==> config.mk <==
export PLATFORM = sky130hd
export DESIGN_NAME = wb_arbiter
export DESIGN_NICKNAME = d
export VERILOG_FILES = /design/src/rtl/wb_arbiter.sv
export SDC_FILE = /design/constraint.sdc
export NUM_CORES = 1
export LEC_CHECK = 0
export CAP_MARGIN = 20
export CORE_MARGIN = 2
export CORE_UTILIZATION = 40
export CTS_CLUSTER_DIAMETER = 30
export CTS_CLUSTER_SIZE = 28
export DETAILED_ROUTE_END_ITERATION = 7
export PLACE_DENSITY = 0.62
export SETUP_SLACK_MARGIN = 0.15
export SLEW_MARGIN = 0
export SYNTH_ARGS = -nofsm -noshare
export SYNTH_HDL_FRONTEND = slang
export SYNTH_SLANG_ARGS = --single-unit
export TNS_END_PERCENT = 30
==> constraint.sdc <==
create_clock -name clk -period 7.3 [get_ports clk]
set_input_delay 1.095 -clock clk [delete_from_list [all_inputs] [get_ports clk]]
set_output_delay 1.095 -clock clk [all_outputs]
set_load 0.005 [all_outputs]
==> src/rtl/wb_arbiter.sv <==
// Layer writeback arbiter: buffers one result per PE lane and funnels them
// round-robin into sequential FRAM writes starting at a latched base address.
module wb_arbiter #(
    parameter int PE_NUM    = 8,
    parameter int DATA_W    = 32,
    parameter int ADDR_W    = 32,
    parameter int ADDR_STEP = 4
) (
    input  logic                     clk,
    input  logic                     rst_n,
    input  logic                     start,
    input  logic [ADDR_W-1:0]        output_baseaddr,
    input  logic                     flush,
    input  logic [PE_NUM-1:0]        pe_out_en,
    input  logic [PE_NUM*DATA_W-1:0] pe_out_data,
    output logic                     fram_wr_en,
    output logic [ADDR_W-1:0]        fram_wr_addr,
    output logic [DATA_W-1:0]        fram_wr_data,
    input  logic                     fram_wr_ready,
    output logic                     wb_busy,
    output logic                     wb_done,
    output logic                     overflow
);

    localparam int                PTR_W = (PE_NUM > 1) ? $clog2(PE_NUM) : 1;
    localparam logic [ADDR_W-1:0] STEP  = ADDR_W'(ADDR_STEP);

    typedef enum logic [1:0] {IDLE, ACTIVE, DRAIN} state_t;

    state_t              state_reg, state_next;
    logic [ADDR_W-1:0]   base_reg, idx_reg;
    logic [PE_NUM-1:0]   pending_reg, pending_next, buf_load, lane_drop;
    logic [DATA_W-1:0]   buf_reg [PE_NUM];
    logic [PTR_W-1:0]    rr_ptr_reg, grant_lane;
    logic                grant_valid, out_free, lane_active, drain_done;
    logic                fram_wr_en_reg, wb_done_reg, overflow_reg;
    logic [ADDR_W-1:0]   fram_wr_addr_reg;
    logic [DATA_W-1:0]   fram_wr_data_reg;

    assign lane_active = (state_reg != IDLE);
    assign out_free    = !fram_wr_en_reg || fram_wr_ready;
    assign drain_done  = (state_reg == DRAIN) && (pending_reg == '0) && out_free;

    // Round-robin search starting one past the most recently granted lane.
    always_comb begin
        int cand;
        grant_valid = 1'b0;
        grant_lane  = '0;
        cand        = 0;
        for (int k = 0; k < PE_NUM; k++) begin
            cand = (int'(rr_ptr_reg) + k) % PE_NUM;
            if (!grant_valid && lane_active && out_free && pending_reg[PTR_W'(cand)]) begin
                grant_valid = 1'b1;
                grant_lane  = PTR_W'(cand);
            end
        end
    end

    // A granted lane frees its buffer this cycle, so a same-cycle strobe refills it.
    generate
        for (genvar gi = 0; gi < PE_NUM; gi++) begin : g_lane
            logic lane_granted, capture;
            assign lane_granted     = grant_valid && (grant_lane == PTR_W'(gi));
            assign capture          = lane_active && pe_out_en[gi];
            assign buf_load[gi]     = capture && (!pending_reg[gi] || lane_granted);
            assign lane_drop[gi]    = capture && pending_reg[gi] && !lane_granted;
            assign pending_next[gi] = buf_load[gi] || (pending_reg[gi] && !lane_granted);
        end
    endgenerate

    always_comb begin
        state_next = state_reg;
        case (state_reg)
            IDLE:    if (start)      state_next = ACTIVE;
            ACTIVE:  if (flush)      state_next = DRAIN;
            DRAIN:   if (drain_done) state_next = IDLE;
            default:                 state_next = IDLE;
        endcase
    end

    always_ff @(posedge clk or negedge rst_n) begin
        if (!rst_n) begin
            for (int i = 0; i < PE_NUM; i++) buf_reg[i] <= '0;
        end else begin
            for (int i = 0; i < PE_NUM; i++)
                if (buf_load[i]) buf_reg[i] <= pe_out_data[i*DATA_W +: DATA_W];
        end
    end

    always_ff @(posedge clk or negedge rst_n) begin
        if (!rst_n) begin
            state_reg        <= IDLE;
            base_reg         <= '0;
            idx_reg          <= '0;
            pending_reg      <= '0;
            rr_ptr_reg       <= '0;
            fram_wr_en_reg   <= 1'b0;
            fram_wr_addr_reg <= '0;
            fram_wr_data_reg <= '0;
            wb_done_reg      <= 1'b0;
            overflow_reg     <= 1'b0;
        end else begin
            state_reg   <= state_next;
            pending_reg <= pending_next;
            wb_done_reg <= drain_done;
            if (state_reg == IDLE && start) begin
                base_reg     <= output_baseaddr;
                idx_reg      <= '0;
                overflow_reg <= 1'b0;
            end else if (|lane_drop) begin
                overflow_reg <= 1'b1;
            end
            if (grant_valid) begin
                fram_wr_en_reg   <= 1'b1;
                fram_wr_addr_reg <= base_reg + idx_reg * STEP;
                fram_wr_data_reg <= buf_reg[grant_lane];
                idx_reg          <= idx_reg + 1'b1;
                rr_ptr_reg       <= (grant_lane == PTR_W'(PE_NUM - 1)) ? '0 : grant_lane + 1'b1;
            end else if (fram_wr_ready) begin
                fram_wr_en_reg <= 1'b0;
            end
        end
    end

    assign fram_wr_en   = fram_wr_en_reg;
    assign fram_wr_addr = fram_wr_addr_reg;
    assign fram_wr_data = fram_wr_data_reg;
    assign wb_done      = wb_done_reg;
    assign overflow     = overflow_reg;
    assign wb_busy      = lane_active && ((|pending_reg) || fram_wr_en_reg);

endmodule
== Word level (Yosys, flattened, before mapping) ==
Cells that the tools add are included.
Word-level totals
  register bits after elaboration: 400
  bits in latches: 0
  bits in writable memories: 0
  memory bits (read-only): 0
  input bits: 301
  output and inout port bits: 68
  logic and storage cells: 231
  memories: 0
Cells by class
  $add $sub $neg: 10
  multipliers: 0
  div/mod/pow operators: 0
  order comparisons: 9
  eq/ne operators: 12
  shifts and indexed selects: 0
  muxes and demuxes: 54
  bitwise operators: 1
  reduce and logical (&&, ||, !) cells: 127
Operator list (count)
  2-to-1 mux 32 bit: 4
  binary-select mux 32 bit (select 3 bit): 1
  logical AND 1 bit: 75
  < comparator 3 x 5 -> 1 bit (second input constant): 8
  adder 32 x 1 -> 32 bit (second input constant): 1
  adder 32 bit: 1
  2-to-1 mux 1 bit: 28
  2-to-1 mux 3 bit: 9
  binary-select mux 1 bit (select 3 bit): 8
  zero test 1 bit: 24
  logical OR 1 bit: 18
  OR reduction 8 bit: 2
  adder 3 bit (second input constant): 4
  == test 3 bit (second input constant): 4
  zero test 8 bit: 1
  nonzero test 2 bit: 4
  adder 3 x 1 -> 3 bit (second input constant): 2
  adder 3 x 2 -> 3 bit (second input constant): 2
  == test 3 x 2 -> 1 bit (second input constant): 2
  2-to-1 mux 2 bit: 3
  != test 2 bit (second input constant): 3
  one-hot mux 2 bit (3 select lines): 1
  >= comparator 4 bit (second input constant): 1
  NOT 3 -> 4 bit: 1
  6 further kinds: 6

== Logic depth before layout (Yosys ltp) ==
Gate-level depths: netlist (run 1).
  depth after elaboration: 47
  mapped depth: 22
  mapped depth without buffers: 16

== Worst setup path after synthesis (run 1) ==
OpenSTA, ideal clock, no wires.
  path kind: flip-flop to flip-flop
  start point: register rr_ptr_reg[0]
  end point: register buf_reg[0] in the netlist's numbering
  library setup time: 0.125 ns
  data arrival time: 4.943 ns
  data required time: 7.175 ns
  path slack: 2.233 ns
  stages on the path, launching flop included: 23
  buffers on the path: 7
  clock period less this slack: 5.067 ns
  path through: dfrtp_1 > buf_6 > buf_6 > buf_4 > inv_1 > ha_1 > buf_2 > mux4_2 > mux2i_4 > nand3_1 > o32ai_1 > nand3_1 > a31oi_2 > nor2_4 > inv_2 > buf_2 > buf_2 > ha_1 > ha_1 > nand2_1 > a21oi_1 > clkbuf_1 > mux2_2
On the way
  longest elaborated chain between the ends: 44
  elaborated cells on any way between the ends: 80
Ends and longest elaborated chain
  from (decl): RTL line 34  | logic [PTR_W-1:0] rr_ptr_reg, grant_lane;
  from (signal assigned): RTL line 118  | rr_ptr_reg <= (grant_lane == PTR_W'(PE_NUM - 1)) ? '0 : grant_lane + 1'b1;
  parallel branches: the longest is 41 deep, another holds adder 3 x 1 -> 3 bit
  logical AND 1 bit (*): RTL line 63  | assign lane_granted = grant_valid && (grant_lane == PTR_W'(gi));
  logical OR 1 bit (*): RTL line 65  | assign buf_load[gi] = capture && (!pending_reg[gi] || lane_granted);
  logical AND 1 bit (*): RTL line 65
  to (signal, indexed assignment): RTL line 86  | if (buf_load[i]) buf_reg[i] <= pe_out_data[i*DATA_W +: DATA_W];
  to (decl): RTL line 33  | logic [DATA_W-1:0] buf_reg [PE_NUM];
Mark *: on every way between the ends. The select of a mux whose other input is x is not followed.
A chain may end at the register's enable or synchronous reset.

== Final worst setup path (run 1) ==
  start point: register rr_ptr_reg[0]
  end point: register buf_reg[99] in the netlist's numbering
Same word-level chain as after synthesis.

==> results of run 1 <==
==> metal layers <==
metal | up-vias | track usage (%)
li1 | 6482 | -
met1 | 7220 | 26.6
met2 | 487 | 38.9
met3 | 152 | 9.93
met4 | 38 | 9.40
met5 | - | 0
==> through the flow <==
stage / worst slack (ps) / cells / hold slack, ps
2_1_floorplan: 2230 / 1528 / 440
3_3_place_gp: 1520 / 2450 / 449
3_5_place_dp: 1420 / 2450 / 456
4_1_cts: 1450 / 2631 / 427
5_1_grt: 1030 / 2646 / 442
6_report: 1460 / 2656 / 410
==> Yosys cell counts (6+ instances only) <==
| library cell | instances |
|---|---|
| mux2_1 | 50 |
| a21oi_1 | 44 |
| ha_1 | 34 |
| mux4_2 | 73 |
| buf_1 | 9 |
| o21ai_0 | 64 |
| a22oi_1 | 33 |
| nor4_1 | 6 |
| o21a_1 | 7 |
| nor3_1 | 13 |
| nand2b_1 | 9 |
| and3_1 | 14 |
| and2_1 | 8 |
| mux2_2 | 215 |
| xnor2_1 | 14 |
| nand3_1 | 34 |
| a21o_1 | 18 |
| inv_1 | 18 |
| xor2_1 | 17 |
| nand4_1 | 6 |
| buf_2 | 24 |
| mux2i_1 | 11 |
| buf_6 | 13 |
| a211oi_1 | 7 |
| mux2_4 | 30 |
| nor2_1 | 66 |
| dfrtp_1 | 398 |
| nand2_1 | 161 |
| clkbuf_1 | 33 |
| o31ai_1 | 10 |
==> power breakdown <==
part | total, mW | switching (mW) | internal (mW)
combinational | 5.23 | 2.44 | 2.79
sequential | 3.93 | 0.666 | 3.26
clock | 4.56 | 1.42 | 3.14
total | 13.7 | 4.52 | 9.20
==> cells by family after synthesis <==
| group | after synthesis | synth area share [%] |
|---|---|---|
| xor+xnor | 31 | 1.38 |
| flops | 398 | 50.8 |
| simple gates | 344 | 7.95 |
| buf+inv | 106 | 2.95 |
| fa+ha+maj | 35 | 2.27 |
| mux | 382 | 26.8 |
| compound gates | 232 | 7.87 |
==> worst paths after layout <==
kind | cells past startpoint | start | to | slack (ps)
max | 14 | rr_ptr_reg[0]$_DFFE_PN0P_ | buf_reg[99]$_DFFE_PN0P_ | 1460
min | 1 | rst_n | fram_wr_addr[5]$_DFFE_PN0P_ | 410
max reg2reg | 14 | rr_ptr_reg[0]$_DFFE_PN0P_ | buf_reg[99]$_DFFE_PN0P_ | 1460
min reg2reg | 2 | fram_wr_addr[0]$_DFFE_PN0P_ | fram_wr_addr[0]$_DFFE_PN0P_ | 460
max in group asynchronous | 2 | rst_n | buf_reg[208]$_DFFE_PN0P_ | 5490
min in group clk | 2 | fram_wr_addr[0]$_DFFE_PN0P_ | fram_wr_addr[0]$_DFFE_PN0P_ | 460
==> worst register-to-register path, delay by kind of cell, from the launching register on <==
| kind | cells | cell delay (ps) |
|---|---|---|
| mux | 3 | 1270 |
| buf+inv | 3 | 1230 |
| fa+ha+maj | 1 | 530 |
| simple gates | 4 | 980 |
| flops | 1 | 1000 |
| compound gates | 3 | 730 |
==> layout make-up <==
cell class / count / area, um2
Clock buffer: 119 / 2680
Multi-Input combinational cell: 1024 / 9150
Clock inverter: 62 / 883
Antenna cell: 25 / 62.6
Fill cell: 4012 / 21200
Sequential cell: 398 / 9960
Inverter: 21 / 80.1
Tap cell: 622 / 778
Timing Repair Buffer: 385 / 3850
==> impl_metrics.json, run 1 <==
{
  "setup-violations-final": 0,
  "mappedNetlistArea_um2": 19600,
  "cp.buffers_inverters": 3,
  "worstPathArrival_ps": 6350,
  "cts_buffer_depth": 3,
  "crit_path_top_delay_cell": "dfrtp_1",
  "power_mw": 13.7,
  "synth_top_area_cell": "dfrtp_1",
  "outcome": "complete, no violations",
  "flow.area_growth_from_synthesis_pct": 40.0,
  "via_count": 14400,
  "power_density_nw_per_um2": 500,
  "finalCriticalPeriod_ps": 5840,
  "ys_seq_area_share_pct": 50.8,
  "dieWidth_um": 225,
  "timing.clock.skew_ps": 32.3,
  "post_synth_main_area_contributors": "dfrtp_1 51%, mux2_2 12%, mux4_2 8.4%",
  "dominantRegCellSynth": "dfrtp_1",
  "netlist-cell-type-count": 78,
  "cts_root_buf": "clkbuf_16",
  "final_core_util_pct": 56.4,
  "min_path_type": "in -> async",
  "routed-wl-met3_um": 5510,
  "initial_utilization_pct": 40.3,
  "slew_limit_fails": 0,
  "fp.dieH_um": 225,
  "gr-total-overflow": 0,
  "first_global_vias": 15600,
  "slowest_delay_ps": 1000,
  "leakagePower_nw": 11.8,
  "number_of_endpoints_with_negative_hold_slack_in_the_final_report": 0,
  "fmax_ghz": 0.171,
  "tightest_pin_transition_ps": 1070,
  "ir_drop_mv": 0.370,
  "fin_area_um2": 27400,
  "max_cap_violations": 0,
  "asyncSetResetFlopFracSynth_pct": 100,
  "startpoint_type": "flop",
  "wl_met2_um": 29100,
  "detail_route.wirelength.met1_um": 22500,
  "timing_worst_setup_path_type": "reg -> reg",
  "post_drt_via_cell_ratio": 5.41,
  "grt_pass1_wl_um": 89300,
  "number_of_detailed_routing_iterations_run_before_antenna_repair": 5,
  "crit_chain": "inv_1, ha_1, mux4_2, mux2i_4, nand3_1, o32ai_1, nand4_1, o2111a_2, inv_2, nand2_1, o21ai_1, nand3_2, buf_4, mux2_1",
  "detail_route.wl_per_cell_um": 22.2,
  "syn_avg_cell_area_um2": 12.8,
  "place_area_um2": 23800,
  "synth_fp_nets": 1864,
  "ys_ff_latch": 398,
  "worst_path_dominant_cell_family": "multiplexers",
  "worst_setup_path_end_kind": "flop",
  "row_count": 81,
  "path_max_fanout": 35,
  "portBuffers": 368,
  "grt_start_max_net_pins": 170,
  "synth-edff-count": 0,
  "dr.first_iter.drc_count": 901,
  "gr-usage-all-layers_pct": 23.4,
  "rsz_0062_raised_after_global_routing": "no",
  "numCtsBuffers": 96,
  "synth_top_area_share_pct": 50.8,
  "clock_sinks": 398,
  "final_nets": 2262,
  "synth-warning-count": 0,
  "cts_resized": 0,
  "die-area_um2": 50800,
  "post-route-period-util_pct": 80.0,
  "largest_register_ffs": 256,
  "layout_common_cells": "398 x dfrtp_1, 367 x clkdlybuf4s50_1, 215 x mux2_2",
  "tritoncts": "built",
  "postcts_setup_bufs": 0,
  "final_wl_um": 59000,
  "max_slew_margin_pct": 28.4,
  "syn-instance-count": 1528,
  "ctsHtreeMaxLevel": 3,
  "final.setup.tns_ps": 0,
  "place_hpwl_um": 41000,
  "gp_congestion": 0.882,
  "worst_ep_required_time_ps": 7810,
  "layout.cells.most_common": "dfrtp_1",
  "number_of_hold_repair_buffers_added_at_the_cts_stage": 0,
  "core-area_um2": 48600,
  "share_of_layout_cells_above_drive_strength_1_pct": 27.1,
  "ant_nets": 0,
  "initial_antenna_violation_count": 42,
  "num_io_pins": 369,
  "drc": 0,
  "clock_insertion_delay_worst_skew_ps": 650,
  "highest-signal-layer": "met5",
  "clk_pin_slew_ps": 40
}
(Power assumes the default switching activity.)
==> inputs of run 2 (changes only) <==
--- a/config.mk
+++ b/config.mk
@@ -11,7 +11,7 @@
 export CTS_CLUSTER_DIAMETER = 30
 export CTS_CLUSTER_SIZE = 28
 export DETAILED_ROUTE_END_ITERATION = 7
-export PLACE_DENSITY = 0.62
+export PLACE_DENSITY = 0.64
 export SETUP_SLACK_MARGIN = 0.15
 export SLEW_MARGIN = 0
 export SYNTH_ARGS = -nofsm -noshare
==> constraint.sdc (replaced) <==
create_clock -name clk -period 5.2 [get_ports clk]
set_input_delay 0.78 -clock clk [delete_from_list [all_inputs] [get_ports clk]]
set_output_delay 0.78 -clock clk [all_outputs]
set_load 0.005 [all_outputs]
==> impl_metrics.json, run 2 (synthesis results as in run 1) <==
{
  "path_common_cell": "ha_1",
  "power_density_nw_per_um2": 708,
  "number_of_detailed_routing_iterations_run_before_antenna_repair": 5,
  "timing_worst_setup_path_type": "reg -> reg",
  "timing.clock.skew_ps": 37.4,
  "max_slew_margin_pct": 29.8,
  "worstPathArrival_ps": 5140,
  "core-area_um2": 48600,
  "via_count": 14400,
  "initial_antenna_violation_count": 30,
  "final_cells": 2657,
  "post-route-period-util_pct": 88.9,
  "layout.cells.most_common": "dfrtp_1",
  "flow.area_growth_from_synthesis_pct": 41.3,
  "ir_drop_mv": 0.422,
  "crit_chain": "inv_2, ha_1, mux4_2, mux2i_4, nand3_1, o32ai_1, nand3_1, a31oi_2, nor2_4, clkinv_2, ha_1, ha_1, nand2_1, a21oi_4, buf_12, mux2_2",
  "startpoint_type": "flop",
  "fmax_ghz": 0.216,
  "postcts_setup_bufs": 0,
  "leakagePower_nw": 12.0,
  "max_cap_violations": 0,
  "die-area_um2": 50800,
  "portBuffers": 368,
  "tritoncts": "built",
  "initial_utilization_pct": 40.3,
  "numCtsBuffers": 98,
  "slew_limit_fails": 0,
  "cts_resized": 0,
  "largest_register_ffs": 256,
  "cts_buffer_depth": 3,
  "final_nets": 2281,
  "number_of_endpoints_with_negative_hold_slack_in_the_final_report": 0,
  "detail_route.wl_per_cell_um": 22.5,
  "num_io_pins": 369,
  "share_of_layout_cells_above_drive_strength_1_pct": 27.4,
  "grt_start_max_net_pins": 123,
  "timing.reg2reg.setup_slack_ps": 580,
  "worst_ep_required_time_ps": 5720,
  "finalCriticalPeriod_ps": 4620,
  "ctsHtreeMaxLevel": 3,
  "drc": 0,
  "outcome": "complete, no violations",
  "placed_cells_incl_taps": 2467,
  "path_max_fanout": 32,
  "tightest_pin_transition_ps": 1050,
  "clk_pin_slew_ps": 50,
  "multi_input_area_um2": 9150,
  "cts_root_buf": "clkbuf_16",
  "setup-violations-final": 0,
  "rsz_0062_raised_after_global_routing": "no",
  "gr-total-overflow": 0,
  "first_global_vias": 15600,
  "grt_pass1_wl_um": 91100,
  "row_count": 81,
  "fp.dieH_um": 225,
  "final.setup.tns_ps": 0,
  "layout_common_cells": "398 x dfrtp_1, 367 x clkdlybuf4s50_1, 215 x mux2_2",
  "min_path_type": "in -> async",
  "layout.area.seq_um2": 9960,
  "gr-usage-all-layers_pct": 23.9,
  "clock_insertion_delay_worst_skew_ps": 630,
  "ant_nets": 0,
  "dr.first_iter.drc_count": 777,
  "nFillCells": 3962,
  "slowest_delay_ps": 650,
  "worst_path_dominant_cell_family": "multiplexers",
  "gp_congestion": 0.870,
  "dieWidth_um": 225,
  "worst_setup_path_end_kind": "flop",
  "clock_sinks": 398,
  "crit_path_top_delay_cell": "mux4_2",
  "final_wl_um": 59700,
  "post_drt_via_cell_ratio": 5.42,
  "number_of_hold_repair_buffers_added_at_the_cts_stage": 0,
  "place_hpwl_um": 41000,
  "cp.buffers_inverters": 3
}
-- run 2: per-stage QoR --
| stage | util (%) | setup WS (ps) | area (um2) | power, mW | hold slack (ps) |
|---|---|---|---|---|---|
| 2_1_floorplan | - | 133 | 19600 | 10.6 | 440 |
| 3_3_place_gp | 49.4 | 751 | 24000 | 12.9 | 448 |
| 3_5_place_dp | 49.4 | 671 | 24000 | 13.1 | 457 |
| 4_1_cts | 56.9 | 599 | 27700 | 19.8 | 184 |
| 5_1_grt | 56.9 | 318 | 27700 | 20.7 | 187 |
| 6_report | 56.9 | 578 | 27700 | 19.6 | 151 |
-- run 2: metal layers --
layer	up-vias	GRT usage (%)	wire length [um]
met1	7262	27.4	23400
met3	142	9.77	5360
met2	471	39.5	28800
met5	-	0	248
met4	34	9.93	1860
li1	6493	-	-
-- run 2: area by class of cell --
cell class                      instances  share of cell area (%)
Sequential cell                       398                    36.0
Multi-Input combinational cell       1024                    33.0
Timing Repair Buffer                  402                    14.6
Clock buffer                          131                    10.4
Tap cell                              622                    2.81
Clock inverter                         45                    2.80
Inverter                               21                   0.289
Antenna cell                           14                   0.126
-- run 2: worst register-to-register path, stage by stage (launching register included) --
cell      delay [ps]
dfrtp_1          360
inv_2            110
ha_1             540
mux4_2           650
mux2i_4          290
nand3_1          210
o32ai_1          280
nand3_1          130
a31oi_2          370
nor2_4            90
clkinv_2         140
ha_1             190
ha_1             140
nand2_1          130
a21oi_4          210
buf_12           270
mux2_2           410
-- run 2: report_power, final --
group	leakage [nW]	internal [mW]	switching (mW)	total [mW]
Clock	1.78	4.64	1.93	6.57
Sequential	4.84	4.58	0.894	5.48
Combinational	5.39	4.02	3.53	7.55
-- run 2: final timing paths --
path                                         startpoint                      endpoint  depth (start not counted)
min in group clk           fram_wr_data[27]$_DFFE_PN0P_  fram_wr_data[27]$_DFFE_PN0P_                          2
max in group asynchronous                         rst_n      buf_reg[219]$_DFFE_PN0P_                          2
max                           rr_ptr_reg[1]$_DFFE_PN0P_        buf_reg[6]$_DFFE_PN0P_                         16
max reg2reg                   rr_ptr_reg[1]$_DFFE_PN0P_        buf_reg[6]$_DFFE_PN0P_                         16
min reg2reg                fram_wr_data[27]$_DFFE_PN0P_  fram_wr_data[27]$_DFFE_PN0P_                          2
min                                               rst_n   fram_wr_addr[7]$_DFFE_PN0P_                          1
==> inputs of run 3 (changes only) <==
==> constraint.sdc (replaced) <==
create_clock -name clk -period 3.84 [get_ports clk]
set_input_delay 0.576 -clock clk [delete_from_list [all_inputs] [get_ports clk]]
set_output_delay 0.576 -clock clk [all_outputs]
set_load 0.005 [all_outputs]
==> impl_metrics.json, run 3 (synthesis results as in run 1) <==
{
  "outcome": "complete, but fails checks",
  "failed_checks": "setup timing",
  "final_core_util_pct": 59.3,
  "core-area_um2": 48600,
  "tritoncts": "built",
  "portBuffers": 368,
  "slowest_delay_ps": 610,
  "max_slew_margin_pct": 29.5,
  "cts_root_buf": "clkbuf_16",
  "fp.dieH_um": 225,
  "flow.area_growth_from_synthesis_pct": 47.2,
  "max_cap_violations": 0,
  "worstPathArrival_ps": 4380,
  "final_nets": 2371,
  "place_hpwl_um": 43500,
  "post-route-period-util_pct": 101,
  "gr-usage-all-layers_pct": 24.6,
  "number_of_detailed_routing_iterations_run_before_antenna_repair": 5,
  "dieWidth_um": 225,
  "setup-violations-final": 23,
  "ctsHtreeMaxLevel": 3,
  "crit_chain": "inv_2, ha_4, mux4_2, nand2_2, nand2b_1, or4_4, a31oi_4, nor2_4, inv_4, ha_4, nand3_1, a21oi_4, buf_12, clkbuf_16, mux2_2",
  "die-area_um2": 50800,
  "layout_common_cells": "398 x dfrtp_1, 367 x clkdlybuf4s50_1, 195 x mux2_2",
  "slew_limit_fails": 0,
  "ant_nets": 0,
  "dp_slack_ps": -160,
  "grt_pass1_wl_um": 93900,
  "nFillCells": 3875,
  "numCtsBuffers": 93,
  "num_io_pins": 369,
  "finalCriticalPeriod_ps": 3860,
  "startpoint_type": "flop",
  "first_global_vias": 16000,
  "clock_insertion_delay_worst_skew_ps": 640,
  "initial_utilization_pct": 40.3,
  "leakagePower_nw": 12.6,
  "layout.area.seq_um2": 9960,
  "clk_pin_slew_ps": 50,
  "timing.reg2reg.setup_slack_ps": -20,
  "ir_drop_mv": 0.523,
  "number_of_endpoints_with_negative_hold_slack_in_the_final_report": 0,
  "final_wl_um": 63200,
  "detail_route.wl_per_cell_um": 23.0,
  "gr-total-overflow": 0,
  "power_density_nw_per_um2": 966,
  "path_max_fanout": 13,
  "min_path_type": "in -> async",
  "largest_register_ffs": 256,
  "worst_path_dominant_cell_family": "simple AND/OR/NAND/NOR gates",
  "fmax_ghz": 0.259,
  "cp.buffers_inverters": 4,
  "via_count": 14900,
  "initial_antenna_violation_count": 30,
  "dr.first_iter.drc_count": 835,
  "drc": 0,
  "layout.cells.most_common": "dfrtp_1",
  "row_count": 81,
  "multi_input_area_um2": 9470,
  "crit_path_top_delay_cell": "mux4_2",
  "post_drt_via_cell_ratio": 5.42,
  "share_of_layout_cells_above_drive_strength_1_pct": 32.0,
  "tightest_pin_transition_ps": 1050,
  "worst_ep_required_time_ps": 4360,
  "timing.clock.skew_ps": 42.1,
  "worst_setup_path_end_kind": "flop",
  "clock_sinks": 398,
  "path_common_cell": "ha_4",
  "rsz_0062_raised_after_global_routing": "yes",
  "gp_congestion": 0.874,
  "timing_worst_setup_path_type": "reg -> reg",
  "grt_start_max_net_pins": 103,
  "setup_ws_ps": -23.8,
  "cts_buffer_depth": 3
}
==> run 3: cell count changes in the layout (fill, tap and decap cells not counted), moves of 9 or more <==
cell,previous run,this run
clkbuf_1,6,15
mux2_4,30,64
buf_6,0,11
mux2_1,50,36
buf_12,9,22
mux2_2,215,195
buf_4,25,86
==> run 3: per-stage QoR <==
stage	power [mW]	std cells	hold slack, ps	cell area, um2	setup TNS [ps]
4_1_cts	27.5	2719	48.9	28400	-5.71
3_3_place_gp	18.4	2538	451	24800	-9660
6_report	27.9	2749	48.3	28900	-231
2_1_floorplan	14.6	1528	280	19800	-48590
3_5_place_dp	18.7	2538	456	24800	-21610
5_1_grt	29.4	2740	92.0	28800	-24390
==> run 3: per-layer routing <==
metal | GRT usage [%] | up-vias | share of wire [%]
met1 | 28.6 | 7508 | 38
li1 | - | 6689 | -
met5 | 0 | - | 0.37
met4 | 9.46 | 34 | 3.5
met2 | 41.2 | 505 | 49
met3 | 9.11 | 156 | 8.7
==> run 3: cell type report <==
cell class	instances	share of cell area, %
multi-input combinational	1024	32.8
inverter	21	0.282
clock buffer	126	9.16
sequential	398	34.5
antenna	13	0.113
tap	622	2.70
clock inverter	48	2.63
timing repair buffer	497	17.8
==> run 3: path summary, 6_finish.rpt <==
kind / from / depth (start not counted) / to
worst max-delay path: rr_ptr_reg[0]$_DFFE_PN0P_ / 15 / buf_reg[141]$_DFFE_PN0P_
worst min-delay path: rst_n / 1 / idx_reg[9]$_DFFE_PN0P_
worst max register to register: rr_ptr_reg[0]$_DFFE_PN0P_ / 15 / buf_reg[141]$_DFFE_PN0P_
worst min register to register: fram_wr_addr[0]$_DFFE_PN0P_ / 2 / fram_wr_addr[0]$_DFFE_PN0P_
max in group asynchronous: rst_n / 2 / buf_reg[183]$_DFFE_PN0P_
min in group clk: fram_wr_addr[0]$_DFFE_PN0P_ / 2 / fram_wr_addr[0]$_DFFE_PN0P_
==> run 3: power by group <==
| group | internal (mW) | switching, mW |
|---|---|---|
| Sequential | 6.21 | 1.24 |
| Combinational | 6.66 | 5.37 |
| Clock | 5.82 | 2.57 |
==> run 3: repair_timing <==
item,in CTS,in global routing
cloned,2,6
hold buffers,0,0
buffers inserted,5,11
gates resized for setup,34,38
pin swaps,0,5
setup endpoints to repair,289,289
